--- src/rtl/spi_w25q16_pro.sv ---
// ============================================================================
// Module   : spi_w25q16_pro
// Brief    : One debounced key press runs a W25Q16 write sequence over SPI
//            mode 0 (WREN, then page program). The optional sector erase is
//            enabled by the macro SECTOR_ERASE_EN.
// Revision : 1.0 - initial release
// ============================================================================
`default_nettype none

module spi_w25q16_pro #(
    parameter int          DEBOUNCE_CNT = 1_000_000,
    parameter logic [23:0] FLASH_ADDR   = 24'h000000,
    parameter int          PP_BYTES     = 10,
    parameter int          ERASE_WAIT   = 2_500_000
) (
    input  logic clk,
    input  logic rst_n,
    input  logic key,
    output logic spi_clk,
    output logic cs,
    output logic spi_mosi
);

    localparam int c_DB_W     = $clog2(DEBOUNCE_CNT + 1);
    localparam int c_WAIT_MAX = (ERASE_WAIT > 8) ? ERASE_WAIT : 8;
    localparam int c_WAIT_W   = $clog2(c_WAIT_MAX + 1);

    localparam logic [c_DB_W-1:0]   c_DB_LAST  = c_DB_W'(DEBOUNCE_CNT - 1);
    localparam logic [c_DB_W-1:0]   c_DB_MAX   = c_DB_W'(DEBOUNCE_CNT);
    localparam logic [8:0]          c_PP_LAST  = 9'(PP_BYTES + 3);
    localparam logic [c_WAIT_W-1:0] c_GAP_LAST = c_WAIT_W'(7);
`ifdef SECTOR_ERASE_EN
    localparam logic [c_WAIT_W-1:0] c_HOLD_LAST = c_WAIT_W'(c_WAIT_MAX - 1);
`endif

    typedef enum logic [3:0] {
        S_IDLE       = 4'd0,
        S_WREN       = 4'd1,
        S_GAP        = 4'd2,
`ifdef SECTOR_ERASE_EN
        S_ERASE      = 4'd3,
        S_ERASE_WAIT = 4'd4,
        S_WREN2      = 4'd5,
        S_GAP2       = 4'd6,
`endif
        S_PP         = 4'd7,
        S_DONE       = 4'd8
    } state_t;

    typedef enum logic [1:0] {
        SEG_LEAD  = 2'd0,
        SEG_SHIFT = 2'd1,
        SEG_TRAIL = 2'd2
    } seg_t;

    logic              r_key_s1;
    logic              r_key_s2;
    logic [c_DB_W-1:0] r_db_cnt;
    logic              w_press;

    state_t              r_state, w_state_nxt;
    seg_t                r_seg, w_seg_nxt;
    logic [1:0]          r_ph, w_ph_nxt;
    logic [2:0]          r_bit, w_bit_nxt;
    logic [8:0]          r_byte, w_byte_nxt;
    logic [c_WAIT_W-1:0] r_wait, w_wait_nxt;
    logic                r_cs, r_sclk, r_mosi;
    logic                w_cs_nxt, w_sclk_nxt, w_mosi_nxt;

    logic       w_in_frame;
    logic       w_frame_done;
    logic [8:0] w_last_byte;
    logic [7:0] w_tx;
    logic [7:0] w_data;

    // The counter saturates one past the trigger value so a held key fires once.
    always_ff @(posedge clk) begin
        if (!rst_n) begin
            r_key_s1 <= 1'b1;
            r_key_s2 <= 1'b1;
            r_db_cnt <= '0;
        end else begin
            r_key_s1 <= key;
            r_key_s2 <= r_key_s1;
            if (r_key_s2)
                r_db_cnt <= '0;
            else if (r_db_cnt != c_DB_MAX)
                r_db_cnt <= r_db_cnt + c_DB_W'(1);
        end
    end

    assign w_press = !r_key_s2 && (r_db_cnt == c_DB_LAST);
    assign w_data  = r_byte[7:0] - 8'd4;

    // Byte to shift for the current frame and its last byte index.
    always_comb begin
        w_in_frame  = 1'b0;
        w_last_byte = 9'd0;
        w_tx        = 8'h00;
        case (r_state)
            S_WREN: begin
                w_in_frame = 1'b1;
                w_tx       = 8'h06;
            end
`ifdef SECTOR_ERASE_EN
            S_WREN2: begin
                w_in_frame = 1'b1;
                w_tx       = 8'h06;
            end
            S_ERASE: begin
                w_in_frame  = 1'b1;
                w_last_byte = 9'd3;
                case (r_byte)
                    9'd0:    w_tx = 8'h20;
                    9'd1:    w_tx = FLASH_ADDR[23:16];
                    9'd2:    w_tx = FLASH_ADDR[15:8];
                    9'd3:    w_tx = FLASH_ADDR[7:0];
                    default: w_tx = 8'h00;
                endcase
            end
`endif
            S_PP: begin
                w_in_frame  = 1'b1;
                w_last_byte = c_PP_LAST;
                case (r_byte)
                    9'd0:    w_tx = 8'h02;
                    9'd1:    w_tx = FLASH_ADDR[23:16];
                    9'd2:    w_tx = FLASH_ADDR[15:8];
                    9'd3:    w_tx = FLASH_ADDR[7:0];
                    default: w_tx = w_data;
                endcase
            end
            default: ;
        endcase
    end

    always_comb begin
        w_state_nxt  = r_state;
        w_seg_nxt    = r_seg;
        w_ph_nxt     = r_ph;
        w_bit_nxt    = r_bit;
        w_byte_nxt   = r_byte;
        w_wait_nxt   = r_wait;
        w_cs_nxt     = 1'b1;
        w_sclk_nxt   = 1'b0;
        w_mosi_nxt   = 1'b0;
        w_frame_done = 1'b0;

        // Each frame: 4 lead cycles, 4 cycles per bit, 4 trail cycles.
        if (w_in_frame) begin
            w_cs_nxt = 1'b0;
            w_ph_nxt = r_ph + 2'd1;
            case (r_seg)
                SEG_LEAD: begin
                    if (r_ph == 2'd3)
                        w_seg_nxt = SEG_SHIFT;
                end
                SEG_SHIFT: begin
                    w_sclk_nxt = r_ph[1];
                    w_mosi_nxt = w_tx[3'd7 - r_bit];
                    if (r_ph == 2'd3) begin
                        w_bit_nxt = r_bit + 3'd1;
                        if (r_bit == 3'd7) begin
                            if (r_byte == w_last_byte)
                                w_seg_nxt = SEG_TRAIL;
                            else
                                w_byte_nxt = r_byte + 9'd1;
                        end
                    end
                end
                SEG_TRAIL: begin
                    if (r_ph == 2'd3) begin
                        w_frame_done = 1'b1;
                        w_seg_nxt    = SEG_LEAD;
                        w_byte_nxt   = 9'd0;
                    end
                end
                default: w_seg_nxt = SEG_LEAD;
            endcase
        end

        case (r_state)
            S_IDLE: begin
                if (w_press)
                    w_state_nxt = S_WREN;
            end
            S_WREN: begin
                if (w_frame_done)
                    w_state_nxt = S_GAP;
            end
            S_GAP: begin
                w_wait_nxt = r_wait + c_WAIT_W'(1);
                if (r_wait == c_GAP_LAST) begin
                    w_wait_nxt = '0;
`ifdef SECTOR_ERASE_EN
                    w_state_nxt = S_ERASE;
`else
                    w_state_nxt = S_PP;
`endif
                end
            end
`ifdef SECTOR_ERASE_EN
            S_ERASE: begin
                if (w_frame_done)
                    w_state_nxt = S_ERASE_WAIT;
            end
            S_ERASE_WAIT: begin
                w_wait_nxt = r_wait + c_WAIT_W'(1);
                if (r_wait == c_HOLD_LAST) begin
                    w_wait_nxt  = '0;
                    w_state_nxt = S_WREN2;
                end
            end
            S_WREN2: begin
                if (w_frame_done)
                    w_state_nxt = S_GAP2;
            end
            S_GAP2: begin
                w_wait_nxt = r_wait + c_WAIT_W'(1);
                if (r_wait == c_GAP_LAST) begin
                    w_wait_nxt  = '0;
                    w_state_nxt = S_PP;
                end
            end
`endif
            S_PP: begin
                if (w_frame_done)
                    w_state_nxt = S_DONE;
            end
            S_DONE:  w_state_nxt = S_IDLE;
            default: w_state_nxt = S_IDLE;
        endcase
    end

    always_ff @(posedge clk) begin
        if (!rst_n) begin
            r_state <= S_IDLE;
            r_seg   <= SEG_LEAD;
            r_ph    <= 2'd0;
            r_bit   <= 3'd0;
            r_byte  <= 9'd0;
            r_wait  <= '0;
            r_cs    <= 1'b1;
            r_sclk  <= 1'b0;
            r_mosi  <= 1'b0;
        end else begin
            r_state <= w_state_nxt;
            r_seg   <= w_seg_nxt;
            r_ph    <= w_ph_nxt;
            r_bit   <= w_bit_nxt;
            r_byte  <= w_byte_nxt;
            r_wait  <= w_wait_nxt;
            r_cs    <= w_cs_nxt;
            r_sclk  <= w_sclk_nxt;
            r_mosi  <= w_mosi_nxt;
        end
    end

    assign cs       = r_cs;
    assign spi_clk  = r_sclk;
    assign spi_mosi = r_mosi;

endmodule

`default_nettype wire

--- config.mk ---
export PLATFORM = sky130hd
export DESIGN_NAME = spi_w25q16_pro
export DESIGN_NICKNAME = d
export VERILOG_FILES = /design/src/rtl/spi_w25q16_pro.sv
export SDC_FILE = /design/constraint.sdc
export NUM_CORES = 1
export LEC_CHECK = 0
export ABC_AREA = 1
export CAP_MARGIN = 20
export CORE_AREA = 2 2 129 131
export DETAILED_ROUTE_END_ITERATION = 7
export DIE_AREA = 0 0 131 133
export PLACE_DENSITY = 0.37
export RECOVER_POWER = 50
export SYNTH_ARGS = -nofsm -noshare
export SYNTH_HDL_FRONTEND = slang
export SYNTH_SLANG_ARGS = --single-unit
--- constraint.sdc ---
create_clock -name clk -period 2.5 [get_ports clk]
set_input_delay 0.25 -clock clk [delete_from_list [all_inputs] [get_ports clk]]
set_output_delay 0.25 -clock clk [all_outputs]
set_load 0.1 [all_outputs]
==> metrics.md, run 1 <==
| Metric | Value |
|---|---|
| Core area | 16200 um^2 |
| Final hold vios | 0 |
| Initial Utilization | 0.243 |
| Max Buffers Root-to-Sink | 2 |
| Min Clock Period, post-route | 1930 ps |
| Clk_lat worst skew | 340 ps |
| Crit. End Element | register |
| CP peak stage delay | 450 ps |
| Root buf cell | clkbuf_16 |
| Cells after synthesis | 596 |
| Post-DRT Antenna Nets | 0 |
| Initial antenna violation count | 0 |
| H-tree levels | 3 |
| Synth Register Bits | 67 |
| Clk_skew | 7.94 ps |
| P per Cell Area | 653 nW/um^2 |
| Synth unique cells | 41 |
| Final setup TNS | 0 ps |
| Global-route wire length before repair | 17.7 mm |
| Via count normalized by instance count | 4.50 |
| DRC Markers | 0 |
| Rel. slew slack | 0.223 |
| HPWL after DPL | 7.59 mm |
| Die area | 17400 um^2 |
| Clk sinks | 67 |
| Pre-Repair DR Iteration Count | 4 |
| Site Rows | 47 |
| Clock-pin slew on the worst setup and hold paths | 60 ps |
| FMAX | 0.517 GHz |
| P&R area growth vs syn | 14.6% |
| Slew @ Worst Pin | 1170 ps |
| Static Leak | 0.00171 uW |
| Fraction of layout cells with a size suffix above 1 | 0.0624 |
| Area of the multi-input gates | 2200 um^2 |
| Postcts setup bufs | 0 |
| Max Cap Violations | 0 |
| Starting DRT DRC Count | 213 |
| Status | finished, final reports clean |
| Detailed-route via count | 3732 |
| GRT Resource Usage Total | 0.128 |
| Pin count of the biggest net entering global routing | 34 |
| Largest fanout on the critical path | 7 |
| Vias in the first global route | 3645 |
| Number of buffers added on ports | 5 |
| DR WL/cell | 12.2 um |
| Crit Path Class | register to register |
| RSZ-0062 raised after global routing | no |
| DIE WIDTH | 131 um |
| Final setup fails | 0 |
| Hold_ws | 414 ps |
| Crit path max-delay cell type | dfxtp_1 |
| Post-Syn Area per Cell | 6.59 um^2 |
| Register area | 1340 um^2 |
| Most used cell, CP | nand2_1 |
| Final Max Slew Viols | 0 |
| Hold Path Class | register to register |
| Peak VDD IR | 345 uV |
| Critical-path cell list | ha_1 > nand2_1 > nor2_1 > nand2_1 > nor2_1 > nand2_1 > o211ai_1 > a21oi_1 |
| Worst Path Required | 2680 ps |
| Nets@finish | 620 |
| Fillers | 1801 |
| TritonCTS buffer count | 9 |
| Worst path arrival time | 2110 ps |
| Worst Setup Start Kind | register |
| Die height | 133 um |
| Post-synthesis sequential area ratio | 0.342 |
| Syn Std Cell Area | 3930 um^2 |
| Inserted Diodes | 0 |
| PostCTS Resize Cnt | 0 |
| Final Cell Area | 4500 um^2 |
| GRT overflow | 0 |
| Drt total wl | 10.1 mm |
| Post-CTS Hold Fix Bufs | 0 |
| Synthesized net count | 612 |
| Tcrit/Tclk final | 0.774 |
| Placed inst area | 4210 um^2 |
| Final Util | 0.278 |
| Yosys warnings | 0 |
| CTS tree | built |
| IO Pins | 6 |
| Final RePlAce weighted congestion | 0.805 |
-- flip-flops by register name (all words and copies together) (netlist names) --
signal    flops
r_wait       22
r_db_cnt     20
r_byte        9
r_state       4
r_bit         3
r_ph          2
r_seg         2
cs            1
r_key_s1      1
r_key_s2      1
spi_clk       1
spi_mosi      1
-- routing by layer --
metal | global-route usage | wire length (um) | vias to the layer above
met5 | 0 | 0 | -
met4 | 0.0390 | 129 | 0
met1 | 0.174 | 5140 | 1713
li1 | - | - | 1980
met3 | 0.0279 | 236 | 9
met2 | 0.201 | 4630 | 30
-- cells in the mapped netlist (all sizes together) --
| library cell | count | area (um^2) |
|---|---|---|
| o21ai | 29 | 149 |
| clkbuf | 5 | 18.8 |
| nand2 | 129 | 507 |
| a31oi | 4 | 25.0 |
| o2111ai | 1 | 8.76 |
| xnor2 | 2 | 17.5 |
| a22o | 1 | 8.76 |
| a221oi | 1 | 8.76 |
| buf | 8 | 53.8 |
| nor4 | 4 | 25.0 |
| a211oi | 1 | 12.5 |
| nor2 | 77 | 299 |
| nand3 | 58 | 290 |
| nand4 | 21 | 138 |
| or3 | 2 | 12.5 |
| dfxtp | 67 | 1340 |
| nand3b | 3 | 22.5 |
| clkinv | 3 | 12.5 |
| nor3 | 26 | 140 |
| o21a | 1 | 7.51 |
| o31ai | 1 | 7.51 |
| a21o | 1 | 7.51 |
| a21oi | 44 | 231 |
| inv | 79 | 297 |
| xor2 | 11 | 96.3 |
| ha | 13 | 163 |
| or2 | 3 | 18.8 |
| o211ai | 1 | 7.51 |
-- worst paths after layout --
path                          start                 endpoint  slack [ps]  cells past startpoint
min reg2reg     r_key_s1$_SDFF_PN1_      r_key_s2$_SDFF_PN1_         410                      1
max          r_wait[0]$_SDFFE_PN0P_  r_wait[14]$_SDFFE_PN0P_         570                      8
max reg2reg  r_wait[0]$_SDFFE_PN0P_  r_wait[14]$_SDFFE_PN0P_         570                      8
min             r_key_s1$_SDFF_PN1_      r_key_s2$_SDFF_PN1_         410                      1
-- report_power, final --
| part | internal (uW) | switching [uW] | total, uW |
|---|---|---|---|
| clock | 875 | 491 | 1370 |
| combinational | 109 | 318 | 427 |
| sequential | 1110 | 38.2 | 1150 |
| total | 2090 | 847 | 2940 |
-- worst max-delay path, delay by kind of cell (launching register included) --
kind | cells | cell delay, ps
adders and majority gates | 1 | 280
AOI/OAI and AO/OA | 2 | 250
DFF | 1 | 450
and+or+nand+nor | 5 | 800
-- placed cells by master (no fill, tap or decap), drive strengths merged, types with 2 or more instances in the layout --
cell type | netlist | final
buf | 8 | 2
clkbuf | 5 | 16
nand3b | 3 | 3
nand2 | 129 | 129
nor3 | 26 | 26
o21ai | 29 | 29
inv | 79 | 79
nand3 | 58 | 58
or2 | 3 | 3
bufinv | 0 | 2
dfxtp | 67 | 67
ha | 13 | 13
xnor2 | 2 | 2
nor2 | 77 | 77
or3 | 2 | 2
xor2 | 11 | 11
a31oi | 4 | 4
nand4 | 21 | 21
clkinv | 3 | 6
nor4 | 4 | 4
a21oi | 44 | 44
-- per-stage QoR --
stage               instances  setup WS (ps)  total power [uW]
detailed placement        813            569              1620
CTS                       829            546              3010
floorplan                 596            914              1490
global placement          813            610              1620
finish                    829            565              2940
global route              829            301              3120
-- area by class of cell --
type | instances | share of cell area
multi-input combinational | 434 | 0.488
sequential | 67 | 0.298
inverter | 82 | 0.0687
tap | 220 | 0.0612
clock buffer | 10 | 0.0509
clock inverter | 6 | 0.0200
timing repair buffer | 10 | 0.0131
-- cells by family (layout without fill, tap and decap cells) --
group	count (synthesis)	count (layout)	synth area share
AOI/OAI and AO/OA	85	85	0.121
xor gates and xnor gates	13	13	0.0290
adders and majority gates	13	13	0.0414
and+or+nand+nor	323	323	0.370
DFF	67	67	0.342
buffers and inverters	95	108	0.0972
Note: power is estimated with default switching activity, not from simulation.
==> run 2: changes to the inputs <==
==> constraint.sdc (replaced) <==
create_clock -name clk -period 1.8 [get_ports clk]
set_input_delay 0.18 -clock clk [delete_from_list [all_inputs] [get_ports clk]]
set_output_delay 0.18 -clock clk [all_outputs]
set_load 0.1 [all_outputs]
==> metrics.md, run 2 (synthesized netlist as in run 1, its figures left out) <==
| Metric | Value |
|---|---|
| FMAX | 0.617 GHz (was 0.517 GHz) |
| Clock-pin slew on the worst setup and hold paths | 60 ps (about the same) |
| Number of buffers added on ports | 5 (unchanged) |
| Drt total wl | 10.4 mm (was 10.1 mm) |
| Core area | 16200 um^2 (unchanged) |
| Vias in the first global route | 3761 (was 3645) |
| P per Cell Area | 865 nW/um^2 (was 653 nW/um^2) |
| Most frequent cells in the layout | 122 x nand2_1, 76 x inv_1, 69 x nor2_1 (was 125 x nand2_1, 76 x inv_1, 73 x nor2_1) |
| Biggest register | r_wait (unchanged) |
| Static Leak | 0.00181 uW (was 0.00171 uW) |
| P&R area growth vs syn | 19.6% (was 14.6%) |
| Via count normalized by instance count | 4.50 (about the same) |
| Pre-Repair DR Iteration Count | 4 (unchanged) |
| Root buf cell | clkbuf_16 (unchanged) |
| Detailed-route via count | 3828 (was 3732) |
| Site Rows | 47 (unchanged) |
| Crit. End Element | register (unchanged) |
| Peak VDD IR | 466 uV (was 345 uV) |
| HPWL after DPL | 7.72 mm (was 7.59 mm) |
| Tcrit/Tclk final | 0.900 (was 0.774) |
| Slew @ Worst Pin | 545 ps (was 1170 ps) |
| Hold path cells | 1 (unchanged) |
| Die height | 133 um (unchanged) |
| GRT overflow | 0 (unchanged) |
| Largest fanout on the critical path | 5 (was 7) |
| Rel. slew slack | 0.638 (was 0.223) |
| TritonCTS buffer count | 9 (unchanged) |
| Initial Utilization | 0.243 (unchanged) |
| Initial antenna violation count | 0 (unchanged) |
| Max Buffers Root-to-Sink | 2 (unchanged) |
| Final setup fails | 0 (unchanged) |
| Fin cells | 850 (was 829) |
| RSZ-0062 raised after global routing | no (unchanged) |
| Status | finished, final reports clean (unchanged) |
| Min-delay src | r_key_s1$_SDFF_PN1_ (unchanged) |
| Top flop regs | r_wait x22, r_db_cnt x20, r_byte x9 (unchanged) |
| Commonest non-fill, non-tap cell in the layout | nand2_1 (unchanged) |
| Inserted Diodes | 0 (unchanged) |
| Hold Path Class | register to register (unchanged) |
| Final Cell Area | 4690 um^2 (was 4500 um^2) |
| Die area | 17400 um^2 (unchanged) |
| Worst R2R Path Depth | 10 (was 8) |
| PnR worst setup slack | 180 ps (was 565 ps) |
| Global-route wire length before repair | 17.7 mm (about the same) |
| H-tree levels | 3 (unchanged) |
| Nets@finish | 642 (was 620) |
| Final RePlAce weighted congestion | 0.832 (was 0.805) |
| Clk sinks | 67 (unchanged) |
| Postcts setup bufs | 0 (unchanged) |
| Final hold vios | 0 (unchanged) |
| GRT Resource Usage Total | 0.129 (was 0.128) |
| Worst Setup Start Kind | register (unchanged) |
| Post-Place Worst Slack | 76.6 ps (was 569 ps) |
| DP Cell Count | 835 (was 813) |
| Fraction of layout cells with a size suffix above 1 | 0.116 (was 0.0624) |
| Tot Pwr | 4060 uW (was 2940 uW) |
| Min Clock Period, post-route | 1620 ps (was 1930 ps) |
| DRC Markers | 0 (unchanged) |
| Worst r2r dst | r_db_cnt[14]$_SDFFE_PP0P_ (was r_wait[14]$_SDFFE_PN0P_) |
| CTS tree | built (unchanged) |
| DR WL/cell | 12.3 um (was 12.2 um) |
| FF-to-FF setup slack | 180 ps (was 570 ps) |
| Worst min-delay path endpoint | r_key_s2$_SDFF_PN1_ (unchanged) |
| Post-CTS Hold Fix Bufs | 0 (unchanged) |
| Crit Path Class | register to register (unchanged) |
| Reg2reg start | r_db_cnt[0]$_SDFFE_PP0P_ (was r_wait[0]$_SDFFE_PN0P_) |
| Max Cap Violations | 0 (unchanged) |
| Final Max Slew Viols | 0 (unchanged) |
| Worst Path Required | 2030 ps (was 2680 ps) |
| Placed inst area | 4400 um^2 (was 4210 um^2) |
| DIE WIDTH | 131 um (unchanged) |
| Clk_skew | 9.08 ps (was 7.94 ps) |
| Max reg flops | 22 (unchanged) |
| Pin count of the biggest net entering global routing | 34 (unchanged) |
| Post-DRT Antenna Nets | 0 (unchanged) |
| PostCTS Resize Cnt | 0 (unchanged) |
| Clk_lat worst skew | 340 ps (about the same) |
| Worst path arrival time | 1850 ps (was 2110 ps) |
| Starting DRT DRC Count | 170 (was 213) |
| Final setup TNS | 0 ps (unchanged) |
| IO Pins | 6 (unchanged) |
==> run 2: power by group <==
| part | leakage (uW) | total [uW] | internal [uW] | switching, uW |
|---|---|---|---|---|
| logic | 0.00113 | 714 | 232 | 482 |
| clock network | 0.000137 | 1760 | 1070 | 695 |
| registers | 0.000542 | 1580 | 1540 | 46.0 |
| total | 0.00181 | 4060 | 2840 | 1220 |
==> run 2: cell type report <==
type / count / area (um^2)
multi-input combinational: 434 / 2220
inverter: 82 / 309
clock inverter: 6 / 67.6
fill: 1774 / 11500
sequential: 67 / 1350
clock buffer: 9 / 225
tap: 220 / 275
timing repair buffer: 32 / 255
==> run 2: per-layer routing <==
| metal | wire, um | global-route usage |
|---|---|---|
| met2 | 4860 | 0.208 |
| met5 | 0 | 0 |
| met1 | 5050 | 0.164 |
| met3 | 268 | 0.0239 |
| met4 | 258 | 0.0656 |
==> run 2: how the worst max path moves through the flow <==
stage                             start                   endpoint  slack [ps]
4_1_cts        r_db_cnt[0]$_SDFFE_PP0P_  r_db_cnt[14]$_SDFFE_PP0P_          60
5_1_grt        r_db_cnt[5]$_SDFFE_PP0P_  r_db_cnt[17]$_SDFFE_PP0P_           2
6_report       r_db_cnt[0]$_SDFFE_PP0P_  r_db_cnt[14]$_SDFFE_PP0P_         180
2_1_floorplan    r_wait[0]$_SDFFE_PN0P_    r_wait[14]$_SDFFE_PN0P_         210
3_3_place_gp   r_db_cnt[0]$_SDFFE_PP0P_  r_db_cnt[14]$_SDFFE_PP0P_         110
3_5_place_dp   r_db_cnt[0]$_SDFFE_PP0P_  r_db_cnt[14]$_SDFFE_PP0P_          80
==> run 2: critical path: stages, from the launching register on <==
cell	delay (ps)
dfxtp_2	360
ha_1	170
nand2_1	70
inv_1	120
nand2_2	100
nor2_2	100
nand2_1	120
nor2_1	140
nand3_1	100
o21ai_0	160
a21oi_1	60
==> run 2: stage by stage <==
step	utilization	hold slack, ps
6_report	0.290	412
3_3_place_gp	0.272	405
5_1_grt	0.290	422
3_5_place_dp	0.272	403
2_1_floorplan	-	287
4_1_cts	0.290	416
==> run 3: changes to the inputs <==
--- a/config.mk
+++ b/config.mk
@@ -8,6 +8,7 @@
 export ABC_AREA = 1
 export CAP_MARGIN = 20
 export CORE_AREA = 2 2 129 131
+export CTS_CLUSTER_SIZE = 8
 export DETAILED_ROUTE_END_ITERATION = 7
 export DIE_AREA = 0 0 131 133
 export PLACE_DENSITY = 0.37
==> results of run 3 <==
Final layout, timing and power as in run 2 (identical DEF).
